--- src/rtl/design_1_pkg.sv ---
// Shared types and constants for the switch/LED/UART board wrapper.
package design_1_pkg;

  // Default system clock and UART bit rate
  localparam int CLK_HZ_DEF = 100_000_000;
  localparam int BAUD_DEF   = 115_200;

  // ASCII constants used by the message sequencer and the RX hex decoder
  localparam logic [7:0] ASCII_CR      = 8'h0D;
  localparam logic [7:0] ASCII_LF      = 8'h0A;
  localparam logic [7:0] ASCII_ZERO    = 8'h30;
  localparam logic [7:0] ASCII_UPPER_A = 8'h41;
  localparam logic [7:0] ASCII_LOWER_A = 8'h61;

  typedef enum logic [1:0] {TX_IDLE, TX_START, TX_DATA, TX_STOP} tx_state_e;
  typedef enum logic [1:0] {RX_IDLE, RX_START, RX_DATA, RX_STOP} rx_state_e;

  // Nibble to uppercase ASCII hex digit
  function automatic logic [7:0] nibble_to_ascii(input logic [3:0] n);
    if (n < 4'd10) return ASCII_ZERO + {4'h0, n};
    else           return ASCII_UPPER_A + {4'h0, n - 4'd10};
  endfunction

  // ASCII hex digit to {valid, nibble}; valid = 0 for any other byte
  function automatic logic [4:0] hex_decode(input logic [7:0] c);
    if (c >= ASCII_ZERO && c <= ASCII_ZERO + 8'd9)
      return {1'b1, c[3:0]};
    else if (c >= ASCII_UPPER_A && c <= ASCII_UPPER_A + 8'd5)
      return {1'b1, c[3:0] + 4'd9};
    else if (c >= ASCII_LOWER_A && c <= ASCII_LOWER_A + 8'd5)
      return {1'b1, c[3:0] + 4'd9};
    else
      return 5'd0;
  endfunction

endpackage

--- src/rtl/design_1_if.sv ---
// Byte-level link between the message sequencer and the UART core.
interface design_1_if;
  logic       tx_valid;
  logic       tx_ready;
  logic       tx_busy;
  logic [7:0] tx_data;
  logic       rx_valid;
  logic [7:0] rx_data;

  modport master (output tx_valid, tx_data, input tx_ready, tx_busy, rx_valid, rx_data);
  modport slave  (input tx_valid, tx_data, output tx_ready, tx_busy, rx_valid, rx_data);
endinterface

--- src/rtl/design_1_uart_8n1.sv ---
// 8N1 UART core: baud counters, TX FSM and RX FSM. rxd_i must already be synchronized.
module uart_8n1
  import design_1_pkg::*;
#(
  parameter int BIT_CYC = CLK_HZ_DEF / BAUD_DEF
) (
  input  logic clk,
  input  logic rst_n,
  input  logic rxd_i,
  output logic txd_o,
  design_1_if.slave bus
);

  localparam int CNT_W = (BIT_CYC > 2) ? $clog2(BIT_CYC) : 1;
  localparam logic [CNT_W-1:0] BIT_LAST  = CNT_W'(BIT_CYC - 1);
  localparam logic [CNT_W-1:0] HALF_LAST = CNT_W'(BIT_CYC / 2 - 1);

  tx_state_e        tx_state_q, tx_state_d;
  logic [CNT_W-1:0] tx_cnt_q, tx_cnt_d;
  logic [2:0]       tx_bit_q, tx_bit_d;
  logic [7:0]       tx_sh_q, tx_sh_d;
  logic             txd_q, txd_d;
  logic             tx_ready_c;

  rx_state_e        rx_state_q, rx_state_d;
  logic [CNT_W-1:0] rx_cnt_q, rx_cnt_d;
  logic [2:0]       rx_bit_q, rx_bit_d;
  logic [7:0]       rx_sh_q, rx_sh_d;
  logic             rx_valid_q, rx_valid_d;
  logic             rxd_prev_q;

  // TX: ready in IDLE and on the last STOP cycle so back-to-back bytes have no gap
  always_comb begin
    tx_state_d = tx_state_q;
    tx_cnt_d   = tx_cnt_q;
    tx_bit_d   = tx_bit_q;
    tx_sh_d    = tx_sh_q;
    txd_d      = txd_q;
    tx_ready_c = 1'b0;
    case (tx_state_q)
      TX_IDLE: begin
        tx_ready_c = 1'b1;
        txd_d      = 1'b1;
        if (bus.tx_valid) begin
          tx_sh_d    = bus.tx_data;
          txd_d      = 1'b0;
          tx_cnt_d   = '0;
          tx_state_d = TX_START;
        end
      end
      TX_START: begin
        if (tx_cnt_q == BIT_LAST) begin
          tx_cnt_d   = '0;
          tx_bit_d   = '0;
          txd_d      = tx_sh_q[0];
          tx_state_d = TX_DATA;
        end else begin
          tx_cnt_d = tx_cnt_q + 1'b1;
        end
      end
      TX_DATA: begin
        if (tx_cnt_q == BIT_LAST) begin
          tx_cnt_d = '0;
          if (tx_bit_q == 3'd7) begin
            txd_d      = 1'b1;
            tx_state_d = TX_STOP;
          end else begin
            tx_bit_d = tx_bit_q + 1'b1;
            tx_sh_d  = {1'b0, tx_sh_q[7:1]};
            txd_d    = tx_sh_q[1];
          end
        end else begin
          tx_cnt_d = tx_cnt_q + 1'b1;
        end
      end
      TX_STOP: begin
        if (tx_cnt_q == BIT_LAST) begin
          tx_ready_c = 1'b1;
          tx_cnt_d   = '0;
          if (bus.tx_valid) begin
            tx_sh_d    = bus.tx_data;
            txd_d      = 1'b0;
            tx_state_d = TX_START;
          end else begin
            tx_state_d = TX_IDLE;
          end
        end else begin
          tx_cnt_d = tx_cnt_q + 1'b1;
        end
      end
      default: tx_state_d = TX_IDLE;
    endcase
  end

  // RX: falling edge starts a frame, bits sampled mid-period, bad stop bit drops the byte
  always_comb begin
    rx_state_d = rx_state_q;
    rx_cnt_d   = rx_cnt_q;
    rx_bit_d   = rx_bit_q;
    rx_sh_d    = rx_sh_q;
    rx_valid_d = 1'b0;
    case (rx_state_q)
      RX_IDLE: begin
        if (rxd_prev_q && !rxd_i) begin
          rx_cnt_d   = '0;
          rx_state_d = RX_START;
        end
      end
      RX_START: begin
        if (rx_cnt_q == HALF_LAST) begin
          rx_cnt_d   = '0;
          rx_bit_d   = '0;
          rx_state_d = rxd_i ? RX_IDLE : RX_DATA;
        end else begin
          rx_cnt_d = rx_cnt_q + 1'b1;
        end
      end
      RX_DATA: begin
        if (rx_cnt_q == BIT_LAST) begin
          rx_cnt_d = '0;
          rx_sh_d  = {rxd_i, rx_sh_q[7:1]};
          if (rx_bit_q == 3'd7) rx_state_d = RX_STOP;
          else                  rx_bit_d   = rx_bit_q + 1'b1;
        end else begin
          rx_cnt_d = rx_cnt_q + 1'b1;
        end
      end
      RX_STOP: begin
        if (rx_cnt_q == BIT_LAST) begin
          rx_cnt_d   = '0;
          rx_state_d = RX_IDLE;
          rx_valid_d = rxd_i;
        end else begin
          rx_cnt_d = rx_cnt_q + 1'b1;
        end
      end
      default: rx_state_d = RX_IDLE;
    endcase
  end

  // State registers; reset aborts any frame and parks txd high
  always_ff @(posedge clk or negedge rst_n) begin
    if (!rst_n) begin
      tx_state_q <= TX_IDLE;
      tx_cnt_q   <= '0;
      tx_bit_q   <= '0;
      tx_sh_q    <= '0;
      txd_q      <= 1'b1;
      rx_state_q <= RX_IDLE;
      rx_cnt_q   <= '0;
      rx_bit_q   <= '0;
      rx_sh_q    <= '0;
      rx_valid_q <= 1'b0;
      rxd_prev_q <= 1'b1;
    end else begin
      tx_state_q <= tx_state_d;
      tx_cnt_q   <= tx_cnt_d;
      tx_bit_q   <= tx_bit_d;
      tx_sh_q    <= tx_sh_d;
      txd_q      <= txd_d;
      rx_state_q <= rx_state_d;
      rx_cnt_q   <= rx_cnt_d;
      rx_bit_q   <= rx_bit_d;
      rx_sh_q    <= rx_sh_d;
      rx_valid_q <= rx_valid_d;
      rxd_prev_q <= rxd_i;
    end
  end

  assign txd_o        = txd_q;
  assign bus.tx_ready = tx_ready_c;
  assign bus.tx_busy  = (tx_state_q != TX_IDLE);
  assign bus.rx_valid = rx_valid_q;
  assign bus.rx_data  = rx_sh_q;

endmodule

--- src/rtl/design_1_wrapper.sv ---
// Board top: input synchronizers, button debounce, LED register and hex message sequencer.
module design_1_wrapper
  import design_1_pkg::*;
#(
  parameter int CLK_HZ     = CLK_HZ_DEF,
  parameter int BAUD       = BAUD_DEF,
  parameter int DEB_CYCLES = 100
) (
  input  logic        sys_clock,
  input  logic        reset,
  input  logic [15:0] dip_switches_16bits_tri_i,
  input  logic [3:0]  push_buttons_4bits_tri_i,
  output logic [15:0] led_16bits_tri_o,
  input  logic        usb_uart_rxd,
  output logic        usb_uart_txd
);

  localparam int DEB_W = $clog2(DEB_CYCLES + 1);
  localparam logic [DEB_W-1:0] DEB_LAST = DEB_W'(DEB_CYCLES - 1);

  logic [15:0]      sw_s1_q, sw_s2_q;
  logic [3:0]       btn_s1_q, btn_s2_q;
  logic             rxd_s1_q, rxd_s2_q;

  logic [3:0]       deb_q, deb_d;
  logic [DEB_W-1:0] deb_cnt_q [4];
  logic [DEB_W-1:0] deb_cnt_d [4];
  logic [1:0]       deb_prev_q;
  logic             b0_rise, b1_rise;

  logic [15:0]      led_q, led_d;
  logic             msg_busy_q, msg_busy_d;
  logic [2:0]       msg_idx_q, msg_idx_d;
  logic [15:0]      msg_val_q, msg_val_d;
  logic [7:0]       msg_char;
  logic [4:0]       rx_hex;

  design_1_if uart_bus ();

  // Two-flop synchronizers; rxd idles high so its chain resets to 1
  always_ff @(posedge sys_clock or negedge reset) begin
    if (!reset) begin
      sw_s1_q  <= '0;
      sw_s2_q  <= '0;
      btn_s1_q <= '0;
      btn_s2_q <= '0;
      rxd_s1_q <= 1'b1;
      rxd_s2_q <= 1'b1;
    end else begin
      sw_s1_q  <= dip_switches_16bits_tri_i;
      sw_s2_q  <= sw_s1_q;
      btn_s1_q <= push_buttons_4bits_tri_i;
      btn_s2_q <= btn_s1_q;
      rxd_s1_q <= usb_uart_rxd;
      rxd_s2_q <= rxd_s1_q;
    end
  end

  // Debounce: accepted level flips after DEB_CYCLES consecutive differing samples
  always_comb begin
    deb_d = deb_q;
    for (int i = 0; i < 4; i++) begin
      deb_cnt_d[i] = '0;
      if (btn_s2_q[i] != deb_q[i]) begin
        if (deb_cnt_q[i] == DEB_LAST) deb_d[i] = btn_s2_q[i];
        else                          deb_cnt_d[i] = deb_cnt_q[i] + 1'b1;
      end
    end
  end

  assign b0_rise = deb_q[0] & ~deb_prev_q[0];
  assign b1_rise = deb_q[1] & ~deb_prev_q[1];
  assign rx_hex  = hex_decode(uart_bus.rx_data);

  // LED register: button-0 load beats button-1 clear beats RX nibble shift
  always_comb begin
    led_d = led_q;
    if (b0_rise)                                 led_d = sw_s2_q;
    else if (b1_rise)                            led_d = '0;
    else if (uart_bus.rx_valid && rx_hex[4])     led_d = {led_q[11:0], rx_hex[3:0]};
  end

  // Message sequencer: a button-0 edge while busy is dropped, not queued
  always_comb begin
    msg_busy_d = msg_busy_q;
    msg_idx_d  = msg_idx_q;
    msg_val_d  = msg_val_q;
    if (msg_busy_q) begin
      if (uart_bus.tx_ready) begin
        if (msg_idx_q == 3'd5) msg_busy_d = 1'b0;
        else                   msg_idx_d  = msg_idx_q + 1'b1;
      end
    end else if (b0_rise && !uart_bus.tx_busy) begin
      msg_busy_d = 1'b1;
      msg_idx_d  = '0;
      msg_val_d  = sw_s2_q;
    end
  end

  // Current message byte: four hex digits MSN first, then CR LF
  always_comb begin
    case (msg_idx_q)
      3'd0:    msg_char = nibble_to_ascii(msg_val_q[15:12]);
      3'd1:    msg_char = nibble_to_ascii(msg_val_q[11:8]);
      3'd2:    msg_char = nibble_to_ascii(msg_val_q[7:4]);
      3'd3:    msg_char = nibble_to_ascii(msg_val_q[3:0]);
      3'd4:    msg_char = ASCII_CR;
      default: msg_char = ASCII_LF;
    endcase
  end

  // Debounce, LED and sequencer state
  always_ff @(posedge sys_clock or negedge reset) begin
    if (!reset) begin
      deb_q      <= '0;
      deb_prev_q <= '0;
      for (int i = 0; i < 4; i++) deb_cnt_q[i] <= '0;
      led_q      <= '0;
      msg_busy_q <= 1'b0;
      msg_idx_q  <= '0;
      msg_val_q  <= '0;
    end else begin
      deb_q      <= deb_d;
      deb_prev_q <= deb_q[1:0];
      for (int i = 0; i < 4; i++) deb_cnt_q[i] <= deb_cnt_d[i];
      led_q      <= led_d;
      msg_busy_q <= msg_busy_d;
      msg_idx_q  <= msg_idx_d;
      msg_val_q  <= msg_val_d;
    end
  end

  assign uart_bus.tx_valid = msg_busy_q;
  assign uart_bus.tx_data  = msg_char;
  assign led_16bits_tri_o  = led_q;

  uart_8n1 #(
    .BIT_CYC (CLK_HZ / BAUD)
  ) u_uart (
    .clk   (sys_clock),
    .rst_n (reset),
    .rxd_i (rxd_s2_q),
    .txd_o (usb_uart_txd),
    .bus   (uart_bus.slave)
  );

endmodule

--- config.mk ---
export PLATFORM = sky130hd
export DESIGN_NAME = design_1_wrapper
export DESIGN_NICKNAME = d
export VERILOG_FILES = /design/src/rtl/design_1_pkg.sv /design/src/rtl/design_1_if.sv /design/src/rtl/design_1_uart_8n1.sv /design/src/rtl/design_1_wrapper.sv
export SDC_FILE = /design/constraint.sdc
export NUM_CORES = 1
export LEC_CHECK = 0
export BUFFER_PORTS_ARGS = -buffer_cell sky130_fd_sc_hd__buf_2
export CAP_MARGIN = 25
export CORE_UTILIZATION = 50
export CTS_CLUSTER_DIAMETER = 50
export DETAILED_ROUTE_END_ITERATION = 7
export PLACE_DENSITY = 0.68
export SYNTH_ARGS = -nofsm -noshare
export SYNTH_HDL_FRONTEND = slang
export SYNTH_SLANG_ARGS = --single-unit
--- constraint.sdc ---
create_clock -name sys_clock -period 2.5 [get_ports sys_clock]
set_input_delay 0.5 -clock sys_clock [delete_from_list [all_inputs] [get_ports sys_clock]]
set_output_delay 0.5 -clock sys_clock [all_outputs]
set_load 0.02 [all_outputs]
==> flow_summary.json <==
{
  "outcome": "completed",
  "synthArstFlopShare": 1.000,
  "ys_top_cells_by_count": "136 x dfrtp_1, 63 x nor2_1, 50 x nand2_1",
  "antenna_found_initial": 0,
  "max_freq_ghz": 0.4639,
  "period_share": 0.8623,
  "critPathLaunchType": "register",
  "clockBufferDepth": 2,
  "num_antenna_cells": 0,
  "highest_layer": "met4",
  "vdd_drop_max_v": 0.0005213,
  "grt_start_max_net_pins": 53,
  "syn_nets": 695,
  "ys_ff_latch": 140,
  "drv_slew": 0,
  "final.setup_skew_ps": 6.747,
  "start_util": 0.5119,
  "path_clk_slew_ps": 60,
  "leakagePower_uw": 0.003565,
  "ant_nets": 0,
  "numCtsBuffers": 17,
  "hp-class": "input pin to asynchronous set/reset pin",
  "synth_ff_type": "dfrtp_1",
  "worstSkewPairLatency_ps": 420,
  "synthCells": 637,
  "drt_wl_total_um": 13890,
  "postSynthAreaPerCell_um2": 10.64,
  "worstMarginPinSlew_ps": 661.2,
  "postCtsSetupRepairBufs": 0,
  "tns_ps": 0,
  "rsz0062_at_grt": "no",
  "synth_edf_count": 0,
  "endpoint_kind": "register",
  "drt_pre_antenna_iters": 5,
  "cts_tree": "done",
  "fp-row-count": 42,
  "grt-ovfl-total": 0,
  "yosysTopAreaCellShare": 0.5020,
  "portBuffers": 37,
  "drive_gt1_frac": 0.1640,
  "ios": 40,
  "grt_pass1_vias": 4890,
  "yosysSeqAreaShare": 0.5175,
  "period_needed_ps": 2156,
  "p_per_area_nw_per_um2": 631.1,
  "hold_viol_final": 0,
  "drt-initial-drc-count": 261,
  "required_ps": 2790,
  "fin_cells": 871,
  "finalSetupViolations": 0,
  "track_usage": 0.2158,
  "wl_met2_um": 6719,
  "placedInstanceArea_um2": 7176,
  "drv_cap": 0,
  "drc": 0,
  "dp.cells": 839,
  "place_congestion": 0.8589,
  "die_w_um": 118.4,
  "synth.area.top_cells": "dfrtp_1 50%, ha_1 6.5%, nor2_1 3.5%, o21ai_0 3.0%, nand2_1 2.8%",
  "grt_pass1_wl_um": 23670,
  "fp.dieH_um": 118.4,
  "routedWlPerCell_um": 15.95,
  "num_vias": 4863,
  "area_growth_pct": 14.25,
  "wl_met1_um": 6432,
  "yosysWarnings": 0,
  "clock_sinks": 140,
  "synth_area_um2": 6779,
  "postLayoutCellArea_um2": 7745,
  "arrival_ps": 2440,
  "power.total_uw": 4888,
  "synth.most_common_cell": "dfrtp_1",
  "place_hpwl_um": 10030,
  "routed_via_density": 5.583,
  "yosysTopAreaCell": "dfrtp_1",
  "htreeDepth": 4,
  "core_area_um2": 13240,
  "synth.distinct_cells": 70,
  "relSlewSlack": 0.5558,
  "die-area_um2": 14030,
  "cts_resized": 0,
  "reg2reg_depth": 8,
  "dr_wl_met3_um": 488,
  "cp_max_fo": 26,
  "layout.nets": 740,
  "root_buffer": "clkbuf_16",
  "critical_path_class": "register to register",
  "postCtsHoldBufs": 0,
  "nFillCells": 1146
}
## state kept, by name, indices dropped and copies added (netlist names), 2 cells and up, named ones only
name / flops
msg_val_q: 16
u_uart.tx_state_q: 2
sw_s1_q: 16
btn_s1_q: 2
btn_s2_q: 2
u_uart.tx_bit_q: 3
sw_s2_q: 16
deb_cnt_q: 14
u_uart.rx_cnt_q: 10
deb_q: 2
led_16bits_tri_o: 16
deb_prev_q: 2
u_uart.rx_bit_q: 3
msg_idx_q: 3
u_uart.tx_sh_q: 7
u_uart.tx_cnt_q: 10
u_uart.bus.rx_data: 8
## cell type report
type | instances | area, µm² | area share
sequential | 140 | 3508 | 0.4530
multi-input combinational | 447 | 3047 | 0.3934
timing repair buffer | 47 | 291.5 | 0.03764
clock inverter | 11 | 108.9 | 0.01405
inverter | 29 | 108.9 | 0.01405
clock buffer | 21 | 460.4 | 0.05945
tap | 176 | 220.2 | 0.02843
## per-layer routing
layer  vias to the layer above  track usage
met5                         -            0
met4                         0      0.08149
met1                      2396       0.2835
li1                       2351            -
met2                        98       0.3463
met3                        18      0.05309
## critical path, stage by stage (launching register included)
cell      delay [ps]
dfrtp_1          430
inv_1            100
ha_1             220
nor3b_1          420
nor4b_2          100
nand3b_1         290
buf_4            300
nor2_1           120
a21oi_1           50
## cell families after synthesis
kind of cell / count (synthesis) / share of synthesized area
simple gates: 205 / 0.1560
xor+xnor: 35 / 0.04522
mux: 21 / 0.03858
fa+ha+maj: 35 / 0.06460
compound gates: 151 / 0.1451
buf+inv: 50 / 0.03304
flops: 140 / 0.5175
## cell usage in the layout (no fill, tap or decap), types with 13 or more instances in the layout
master     synthesis  routed
dfrtp_1          136     136
nor2_1            63      63
nand2_1           50      50
o21ai_0           40      40
buf_2              8      36
ha_1              35      35
a21oi_1           30      30
inv_1             29      29
xnor2_1           19      19
a22oi_1           17      17
clkbuf_16          0      17
xor2_1            16      16
nand3_1           15      15
nor3_1            13      13
mux2_2            13      13
## final timing paths
| kind | startpoint | end | slack [ps] |
|---|---|---|---|
| min in group sys_clock | usb_uart_rxd | rxd_s1_q | 180 |
| min | reset | u_uart.tx_state_q[0] | 30 |
| max | u_uart.bus.rx_data[1] | led_16bits_tri_o[2] | 340 |
| max reg2reg | u_uart.bus.rx_data[1] | led_16bits_tri_o[2] | 340 |
| max in group asynchronous | reset | rxd_s1_q | 1800 |
| min reg2reg | sw_s1_q[4] | sw_s2_q[4] | 350 |
## report_power, final
group | leakage (µW) | internal (µW) | switching [µW]
logic | 0.00145 | 45.0 | 87.0
clock network | 0.000267 | 1430 | 974
registers | 0.00185 | 2320 | 35.0
total | 0.00357 | 3790 | 1100
## stage by stage
step	util	hold slack (ps)	setup slack (ps)
3_5_place_dp	0.5419	335.8	352.3
5_1_grt	0.5848	61.10	156.7
6_report	0.5848	30.37	344.2
4_1_cts	0.5848	46.84	338.6
2_1_floorplan	-	204.4	466.4
3_3_place_gp	0.5419	332.5	410.5
No activity file was read; power rests on OpenSTA's default activity.
